File: src/rtl/ex_mem_if.sv
// Execute-to-memory bus: upstream entry from the ALU side plus the buffered entry
// presented to the data-memory stage.
// Handshake: an entry moves when valid & ready are both high at a rising edge;
// a producer holding valid keeps its payload stable until that edge, and ready
// never depends combinationally on the same side's valid.
interface ex_mem_if #(
    parameter int DW = 64,
    parameter int RW = 5
);
    logic          in_valid;
    logic          in_ready;
    logic [DW-1:0] in_alu_y;
    logic          in_z;
    logic [DW-1:0] in_store_data;
    logic [RW-1:0] in_rd;
    logic [DW-1:0] in_pc;
    logic [DW-1:0] in_br_off;
    logic          in_mem_read;
    logic          in_mem_write;
    logic          in_reg_write;
    logic          in_mem_to_reg;
    logic          in_branch;
    logic          in_cbz;

    logic          out_valid;
    logic          out_ready;
    logic [DW-1:0] out_alu_y;
    logic [DW-1:0] out_store_data;
    logic [RW-1:0] out_rd;
    logic          out_mem_read;
    logic          out_mem_write;
    logic          out_reg_write;
    logic          out_mem_to_reg;

    modport slave (
        input  in_valid, in_alu_y, in_z, in_store_data, in_rd, in_pc, in_br_off,
        input  in_mem_read, in_mem_write, in_reg_write, in_mem_to_reg, in_branch, in_cbz,
        input  out_ready,
        output in_ready,
        output out_valid, out_alu_y, out_store_data, out_rd,
        output out_mem_read, out_mem_write, out_reg_write, out_mem_to_reg
    );

    modport master (
        output in_valid, in_alu_y, in_z, in_store_data, in_rd, in_pc, in_br_off,
        output in_mem_read, in_mem_write, in_reg_write, in_mem_to_reg, in_branch, in_cbz,
        output out_ready,
        input  in_ready,
        input  out_valid, out_alu_y, out_store_data, out_rd,
        input  out_mem_read, out_mem_write, out_reg_write, out_mem_to_reg
    );
endinterface

File: src/rtl/ex_mem_stage.sv
// EX/MEM pipeline stage: two-entry skid buffer toward data memory plus B/CBZ
// resolution producing a one-cycle PC redirect to fetch.
module ex_mem_stage #(
    parameter int DW = 64,
    parameter int RW = 5
) (
    input  logic          clk,
    input  logic          rst_n,
    input  logic          flush,
    ex_mem_if.slave       bus,
    output logic          redirect_valid,
    output logic [DW-1:0] redirect_pc,
    output logic [1:0]    dbg_state_o
);

    typedef enum logic [1:0] {
        S_EMPTY = 2'd0,
        S_ONE   = 2'd1,
        S_TWO   = 2'd2
    } state_e;

    typedef struct packed {
        logic [DW-1:0] alu_y;
        logic [DW-1:0] store_data;
        logic [RW-1:0] rd;
        logic          mem_read;
        logic          mem_write;
        logic          reg_write;
        logic          mem_to_reg;
    } entry_t;

    state_e        state_q, state_d;
    entry_t        main_q, main_d;
    entry_t        skid_q, skid_d;
    logic          redir_valid_q, redir_valid_d;
    logic [DW-1:0] redir_pc_q, redir_pc_d;

    entry_t        in_entry;
    logic          accept;
    logic          fire;
    logic          enq;
    logic          taken;

    always_comb begin
        in_entry            = '0;
        in_entry.alu_y      = bus.in_alu_y;
        in_entry.store_data = bus.in_store_data;
        in_entry.rd         = bus.in_rd;
        in_entry.mem_read   = bus.in_mem_read;
        in_entry.mem_write  = bus.in_mem_write;
        in_entry.reg_write  = bus.in_reg_write;
        in_entry.mem_to_reg = bus.in_mem_to_reg;
    end

    assign bus.in_ready  = (state_q != S_TWO) & rst_n;
    assign bus.out_valid = (state_q != S_EMPTY);

    assign accept = bus.in_valid & bus.in_ready & ~flush;
    assign fire   = bus.out_valid & bus.out_ready;
    // Branches and NOPs carry no memory or writeback work, so they never occupy a slot.
    assign enq    = accept & (bus.in_mem_read | bus.in_mem_write | bus.in_reg_write);
    assign taken  = accept & (bus.in_branch | (bus.in_cbz & bus.in_z));

    always_comb begin
        state_d       = state_q;
        main_d        = main_q;
        skid_d        = skid_q;
        redir_valid_d = 1'b0;
        redir_pc_d    = redir_pc_q;
        if (flush) begin
            state_d = S_EMPTY;
        end else begin
            case (state_q)
                S_EMPTY: begin
                    if (enq) begin
                        state_d = S_ONE;
                        main_d  = in_entry;
                    end
                end
                S_ONE: begin
                    if (enq && fire) begin
                        main_d = in_entry;
                    end else if (enq) begin
                        state_d = S_TWO;
                        skid_d  = in_entry;
                    end else if (fire) begin
                        state_d = S_EMPTY;
                    end
                end
                S_TWO: begin
                    if (fire) begin
                        state_d = S_ONE;
                        main_d  = skid_q;
                    end
                end
                default: state_d = S_EMPTY;
            endcase
            if (taken) begin
                redir_valid_d = 1'b1;
                redir_pc_d    = bus.in_pc + (bus.in_br_off << 2);
            end
        end
    end

    always_ff @(posedge clk) begin
        if (!rst_n) begin
            state_q       <= S_EMPTY;
            main_q        <= '0;
            skid_q        <= '0;
            redir_valid_q <= 1'b0;
            redir_pc_q    <= '0;
        end else begin
            state_q       <= state_d;
            main_q        <= main_d;
            skid_q        <= skid_d;
            redir_valid_q <= redir_valid_d;
            redir_pc_q    <= redir_pc_d;
        end
    end

    assign bus.out_alu_y      = main_q.alu_y;
    assign bus.out_store_data = main_q.store_data;
    assign bus.out_rd         = main_q.rd;
    assign bus.out_mem_read   = main_q.mem_read;
    assign bus.out_mem_write  = main_q.mem_write;
    assign bus.out_reg_write  = main_q.reg_write;
    assign bus.out_mem_to_reg = main_q.mem_to_reg;

    assign redirect_valid = redir_valid_q;
    assign redirect_pc    = redir_pc_q;
    assign dbg_state_o    = state_q;

endmodule

File: src/flat_wrapper.sv
// flat-port wrapper written by rule: the top's interface ports become plain ports
module ex_mem_stage_flat 
#(
    parameter int DW = 64,
    parameter int RW = 5
)
  (clk, rst_n, flush, redirect_valid, redirect_pc, dbg_state_o, bus_in_valid, bus_in_alu_y, bus_in_z, bus_in_store_data, bus_in_rd, bus_in_pc, bus_in_br_off, bus_in_mem_read, bus_in_mem_write, bus_in_reg_write, bus_in_mem_to_reg, bus_in_branch, bus_in_cbz, bus_out_ready, bus_in_ready, bus_out_valid, bus_out_alu_y, bus_out_store_data, bus_out_rd, bus_out_mem_read, bus_out_mem_write, bus_out_reg_write, bus_out_mem_to_reg);
  ex_mem_if #(.DW(DW), .RW(RW)) bus_i ();
  input  logic clk;
  input  logic rst_n;
  input  logic flush;
  output logic redirect_valid;
  output logic [DW-1:0] redirect_pc;
  output logic [1:0] dbg_state_o;
  input wire logic [$bits(bus_i.in_valid)-1:0] bus_in_valid;
  input wire logic [$bits(bus_i.in_alu_y)-1:0] bus_in_alu_y;
  input wire logic [$bits(bus_i.in_z)-1:0] bus_in_z;
  input wire logic [$bits(bus_i.in_store_data)-1:0] bus_in_store_data;
  input wire logic [$bits(bus_i.in_rd)-1:0] bus_in_rd;
  input wire logic [$bits(bus_i.in_pc)-1:0] bus_in_pc;
  input wire logic [$bits(bus_i.in_br_off)-1:0] bus_in_br_off;
  input wire logic [$bits(bus_i.in_mem_read)-1:0] bus_in_mem_read;
  input wire logic [$bits(bus_i.in_mem_write)-1:0] bus_in_mem_write;
  input wire logic [$bits(bus_i.in_reg_write)-1:0] bus_in_reg_write;
  input wire logic [$bits(bus_i.in_mem_to_reg)-1:0] bus_in_mem_to_reg;
  input wire logic [$bits(bus_i.in_branch)-1:0] bus_in_branch;
  input wire logic [$bits(bus_i.in_cbz)-1:0] bus_in_cbz;
  input wire logic [$bits(bus_i.out_ready)-1:0] bus_out_ready;
  output wire logic [$bits(bus_i.in_ready)-1:0] bus_in_ready;
  output wire logic [$bits(bus_i.out_valid)-1:0] bus_out_valid;
  output wire logic [$bits(bus_i.out_alu_y)-1:0] bus_out_alu_y;
  output wire logic [$bits(bus_i.out_store_data)-1:0] bus_out_store_data;
  output wire logic [$bits(bus_i.out_rd)-1:0] bus_out_rd;
  output wire logic [$bits(bus_i.out_mem_read)-1:0] bus_out_mem_read;
  output wire logic [$bits(bus_i.out_mem_write)-1:0] bus_out_mem_write;
  output wire logic [$bits(bus_i.out_reg_write)-1:0] bus_out_reg_write;
  output wire logic [$bits(bus_i.out_mem_to_reg)-1:0] bus_out_mem_to_reg;
  assign bus_i.in_valid = bus_in_valid;
  assign bus_i.in_alu_y = bus_in_alu_y;
  assign bus_i.in_z = bus_in_z;
  assign bus_i.in_store_data = bus_in_store_data;
  assign bus_i.in_rd = bus_in_rd;
  assign bus_i.in_pc = bus_in_pc;
  assign bus_i.in_br_off = bus_in_br_off;
  assign bus_i.in_mem_read = bus_in_mem_read;
  assign bus_i.in_mem_write = bus_in_mem_write;
  assign bus_i.in_reg_write = bus_in_reg_write;
  assign bus_i.in_mem_to_reg = bus_in_mem_to_reg;
  assign bus_i.in_branch = bus_in_branch;
  assign bus_i.in_cbz = bus_in_cbz;
  assign bus_i.out_ready = bus_out_ready;
  assign bus_in_ready = bus_i.in_ready;
  assign bus_out_valid = bus_i.out_valid;
  assign bus_out_alu_y = bus_i.out_alu_y;
  assign bus_out_store_data = bus_i.out_store_data;
  assign bus_out_rd = bus_i.out_rd;
  assign bus_out_mem_read = bus_i.out_mem_read;
  assign bus_out_mem_write = bus_i.out_mem_write;
  assign bus_out_reg_write = bus_i.out_reg_write;
  assign bus_out_mem_to_reg = bus_i.out_mem_to_reg;
  ex_mem_stage #(.DW(DW), .RW(RW)) u_core (.clk(clk), .rst_n(rst_n), .flush(flush), .bus(bus_i), .redirect_valid(redirect_valid), .redirect_pc(redirect_pc), .dbg_state_o(dbg_state_o));
endmodule
File: config.mk
export PLATFORM = sky130hd
export DESIGN_NAME = ex_mem_stage_flat
export DESIGN_NICKNAME = d
export VERILOG_FILES = /design/src/rtl/ex_mem_if.sv /design/src/rtl/ex_mem_stage.sv /design/src/flat_wrapper.sv
export SDC_FILE = /design/constraint.sdc
export NUM_CORES = 1
export LEC_CHECK = 0
export ABC_AREA = 1
export CAP_MARGIN = 20
export CORE_MARGIN = 1
export CORE_UTILIZATION = 30
export CTS_CLUSTER_SIZE = 16
export DETAILED_ROUTE_END_ITERATION = 10
export PLACE_DENSITY_LB_ADDON = 0.25
export SYNTH_ARGS = -nofsm -noshare
export SYNTH_HDL_FRONTEND = slang
export SYNTH_SLANG_ARGS = --single-unit
File: constraint.sdc
create_clock -name clk -period 2.73 [get_ports clk]
set_input_delay 0.819 -clock clk [delete_from_list [all_inputs] [get_ports clk]]
set_output_delay 0.819 -clock clk [all_outputs]
set_load 0.01 [all_outputs]
==> qor.csv <==
stage,metric,value,unit
status,status,"finished, final reports clean",
global_routing,vias in the first global route,18600,
synthesis,Synth Instances,2932,
worst_setup_path,buffers and inverters on the worst path,5,
sta,fin crit period,2.57,ns
worst_setup_path,Worst path slowest cell,clkdlybuf4s50_1,
synthesis,multiplexer area fraction after synthesis,0,
worst_setup_path,Worst setup EP type,flop,
drt,drt pass-1 iters,8,
min_path,Hold EP,u_core.bus.out_alu_y[35],
min_path,HP Start,u_core.skid_q[108],
synthesis,Synth Area in XOR/XNOR,0.0133,
sta,Final Hold Vio Count,0,
placement,placer's final routability congestion estimate,0.927,
layout,synthesis-to-finish area growth,46.2,%
min_path,hold path depth,2,
synthesis,"Distinct cells, synth",30,
clock_tree,TritonCTS clock tree,built,
global_routing,Overflow after GRT,0,
drt,ANT nets after route,0,
worst_setup_path,Critical Setup Path Class,input pin to flop,
drt,routed wire length,67900,um
sta,final setup fails,0,
sta,Max Slew Vio Count,0,
drt,detailed-route DRC error count,0,
worst_setup_path,worst path cell trace,clkdlybuf4s50_1 > ha_1 > inv_1 > fa_2 > inv_1 > nand3_1 > buf_4 > nor2_1 > o21bai_1 > nand2_1 > nand2_1 > nand4_1 > nand3_1 > nand2_1 > inv_1,
power,Seq pwr share,0.392,
floorplan,Std-Cell Rows,90,
worst_setup_path,worst-path fanout max,2,
clock_tree,Clock Latency Late Sink,0.57,ns
clock_tree,CTS Sinks,341,
floorplan,core area,60500,um^2
clock_tree,total CTS buffers,41,
placement,Placed Area,25600,um^2
power,switching share of total power,0.282,
clock_tree,htree depth,2,
min_path,Hold Crit Class,flop to flop,
synthesis,Post-Syn Area,18400,um^2
layout,largest reg by FF count,u_core.skid_q,
synthesis,post-synthesis compound-gate area fraction,0.153,
sta,setup_tns,0,ns
worst_setup_path,worst reg2reg startpoint,u_core.dbg_state_o[0],
clock_tree,CTS Buffer Depth,3,
job,maxcap violations,0,
synthesis,area fraction of the dominant cell type after synthesis,0.371,
drt,first-iteration detailed-routing DRC count,1232,
worst_setup_path,CP required,3.21,ns
synthesis,Synth Net Count,3267,
layout,max reg flops,137,
power,Int Pwr,0.00951,W
floorplan,Starting Density,0.304,
layout,fraction of layout cells with a size suffix above 1,0.0874,
power,clock share of power,0.399,
synthesis,synthesis-stage register bit count,341,
floorplan,IO Count,479,
synthesis,Synth warnings,0,
drt,vias per cell,4.61,
global_routing,first-pass GRT wire length,106000,um
power,NetSw,0.00374,W
worst_setup_path,Top Family by Delay on Critical Path,buffers and inverters,
clock_tree,clock-pin slew on the worst setup and hold paths,0.06,ns
global_routing,global-route usage over all layers,0.215,
drt,WL/cell,15.6,um
sta,achievable frequency,390,MHz
worst_setup_path,RR Endpoint,u_core.bus.out_alu_y[1],
placement,HPWL Detailed,51500,um
drt,via count,20100,
worst_setup_path,reg2reg setup slack,0.43,ns
synthesis,synth top area cells,"dfxtp_1 (37%), nand2_1 (18%), nor2_1 (10%), inv_1 (7.4%), o21ai_0 (5.2%)",
synthesis,"Seq/Total Area, Yosys",0.371,
worst_setup_path,Startpoint Class,input pin,
layout,nets,3877,
power,total power,0.0133,W
floorplan,Die X,250,um
synthesis,post-synthesis average cell area,6.28,um^2
power,Leakage,12.6,nW
sta,Layout Skew,0.0270,ns
synthesis,largest family of logic cells by synthesized area,simple AND/OR/NAND/NOR gates,
synthesis,Post-Synth Simple-Gate Area,0.309,
global_routing,initial antenna violation count,6,
worst_setup_path,Crit path largest cell delay,0.46,ns
floorplan,die area,62400,um^2
sta,headroom to the max-slew limit,0.444,
placement,Port Buffers,476,
power,Cell Pwr Density,493,nW/um^2
power,Gate power share,0.208,
power,Worst VDD drop,0.339,mV
worst_setup_path,R2R cell count,12,
sta,Worst-Margin Slew,0.833,ns
layout,design area,26900,um^2
global_routing,largest net degree at the start of global routing,161,
floorplan,Die H,250,um
sta,crit share post-route,0.940,
synthesis,Yosys top cell by area,dfxtp_1,
clock_tree,root buffer cell,clkbuf_16,
worst_setup_path,WP data arrival,3.05,ns
synthesis,Synth Area in Adders,0.0426,
cell usage after synthesis:
master    count
fa_1          1
a21oi_1      49
buf_2        34
a31oi_1     139
xnor2_1       7
o21bai_1      8
a21boi_0      1
nor2_1      506
o21ai_0     193
nand3_1      75
buf_1         2
and2_1        1
xor2_1       21
nor3_1       15
buf_4         5
buf_6        11
nand4_1      12
inv_1       365
o211ai_1      5
ha_1         61
clkbuf_1     88
nor4_1        1
nand2_1     860
a211oi_1      1
a21o_1        1
dfxtp_1     341
o21ai_1     123
inv_2         3
or2_2         1
nor2_2        2
worst register-to-register path, cell delays in order, from the launching register on:
cell,delay (ns)
dfxtp_1,0.34
inv_1,0.08
nand2_4,0.09
buf_4,0.24
nand3_1,0.14
nor2_2,0.18
nor2_1,0.06
nor3_1,0.17
nand2_1,0.17
inv_8,0.18
buf_12,0.26
o21ai_0,0.14
a31oi_1,0.17
layout make-up:
| class | instances | area [um^2] |
|---|---|---|
| Clock inverter | 10 | 104 |
| Fill cell | 6336 | 33600 |
| Tap cell | 782 | 978 |
| Inverter | 368 | 1400 |
| Clock buffer | 61 | 1190 |
| Antenna cell | 3 | 7.51 |
| Sequential cell | 341 | 6830 |
| Timing Repair Buffer | 707 | 6830 |
| Multi-Input combinational cell | 2083 | 9570 |
cell families after synthesis:
| group | Yosys count |
|---|---|
| and+or+nand+nor | 1473 |
| AOI/OAI and AO/OA | 520 |
| buffers and inverters | 508 |
| DFF | 341 |
| adders and majority gates | 62 |
| xor gates and xnor gates | 28 |
stage by stage:
step / util / setup slack [ns] / cells / hold WS (ns)
after CTS: 0.444 / 0.0325 / 4352 / 0.456
after global routing: 0.445 / -0.00735 / 4355 / 0.483
after detailed placement: 0.423 / -0.576 / 4280 / 0.470
after global placement: 0.423 / -0.538 / 4280 / 0.462
final: 0.445 / 0.163 / 4355 / 0.456
after floorplan: - / 0.172 / 2932 / 0.455
per-layer routing:
metal	global-route usage	routed length, um	part of all wire
met5	0	27	0.00040
met4	0.0704	1950	0.029
met3	0.0436	4560	0.067
met1	0.283	30900	0.46
met2	0.349	30500	0.45
cells in the final DEF (no fill, tap or decap), drive strengths merged, types with 7 or more instances in the layout:
cell,count
clkbuf,61
buf,232
nor3,15
dfxtp,341
a31oi,139
nand4,12
xnor2,7
clkinv,9
inv,368
clkdlybuf4s50,473
nand3,75
nand2,860
o21bai,8
o21ai,316
xor2,21
ha,61
a21oi,49
nor2,508
power groups by stage:
| stage | logic [W] | registers (W) | clock network [W] |
|---|---|---|---|
| floorplan | 0.00121 | 0.00534 | 0 |
| global placement | 0.00274 | 0.00531 | 0 |
| detailed placement | 0.00274 | 0.00531 | 0 |
| CTS | 0.00276 | 0.00520 | 0.00545 |
| global route | 0.00304 | 0.00521 | 0.00567 |
| finish | 0.00276 | 0.00520 | 0.00529 |
repair_timing:
item / in CTS / in global routing
setup endpoints to repair: 1 / 22
gates resized for setup: 0 / 14
setup buffers: 1 / 0
hold buffers: 0 / 0
pin swaps: 1 / 0
worst max-delay path by stage:
stage / startpoint / to / slack (ns) / depth (start not counted)
after global placement: bus_in_br_off[0] / u_core.redirect_pc[62] / -0.54 / 18
final: bus_in_br_off[0] / u_core.redirect_pc[48] / 0.16 / 15
after CTS: bus_in_br_off[0] / u_core.redirect_pc[62] / 0.03 / 18
after detailed placement: bus_in_br_off[0] / u_core.redirect_pc[62] / -0.58 / 18
after floorplan: bus_in_br_off[0] / u_core.redirect_pc[46] / 0.17 / 17
after global routing: bus_in_pc[2] / u_core.redirect_pc[62] / -0.007 / 18
Note: power is estimated with default switching activity, not from simulation.
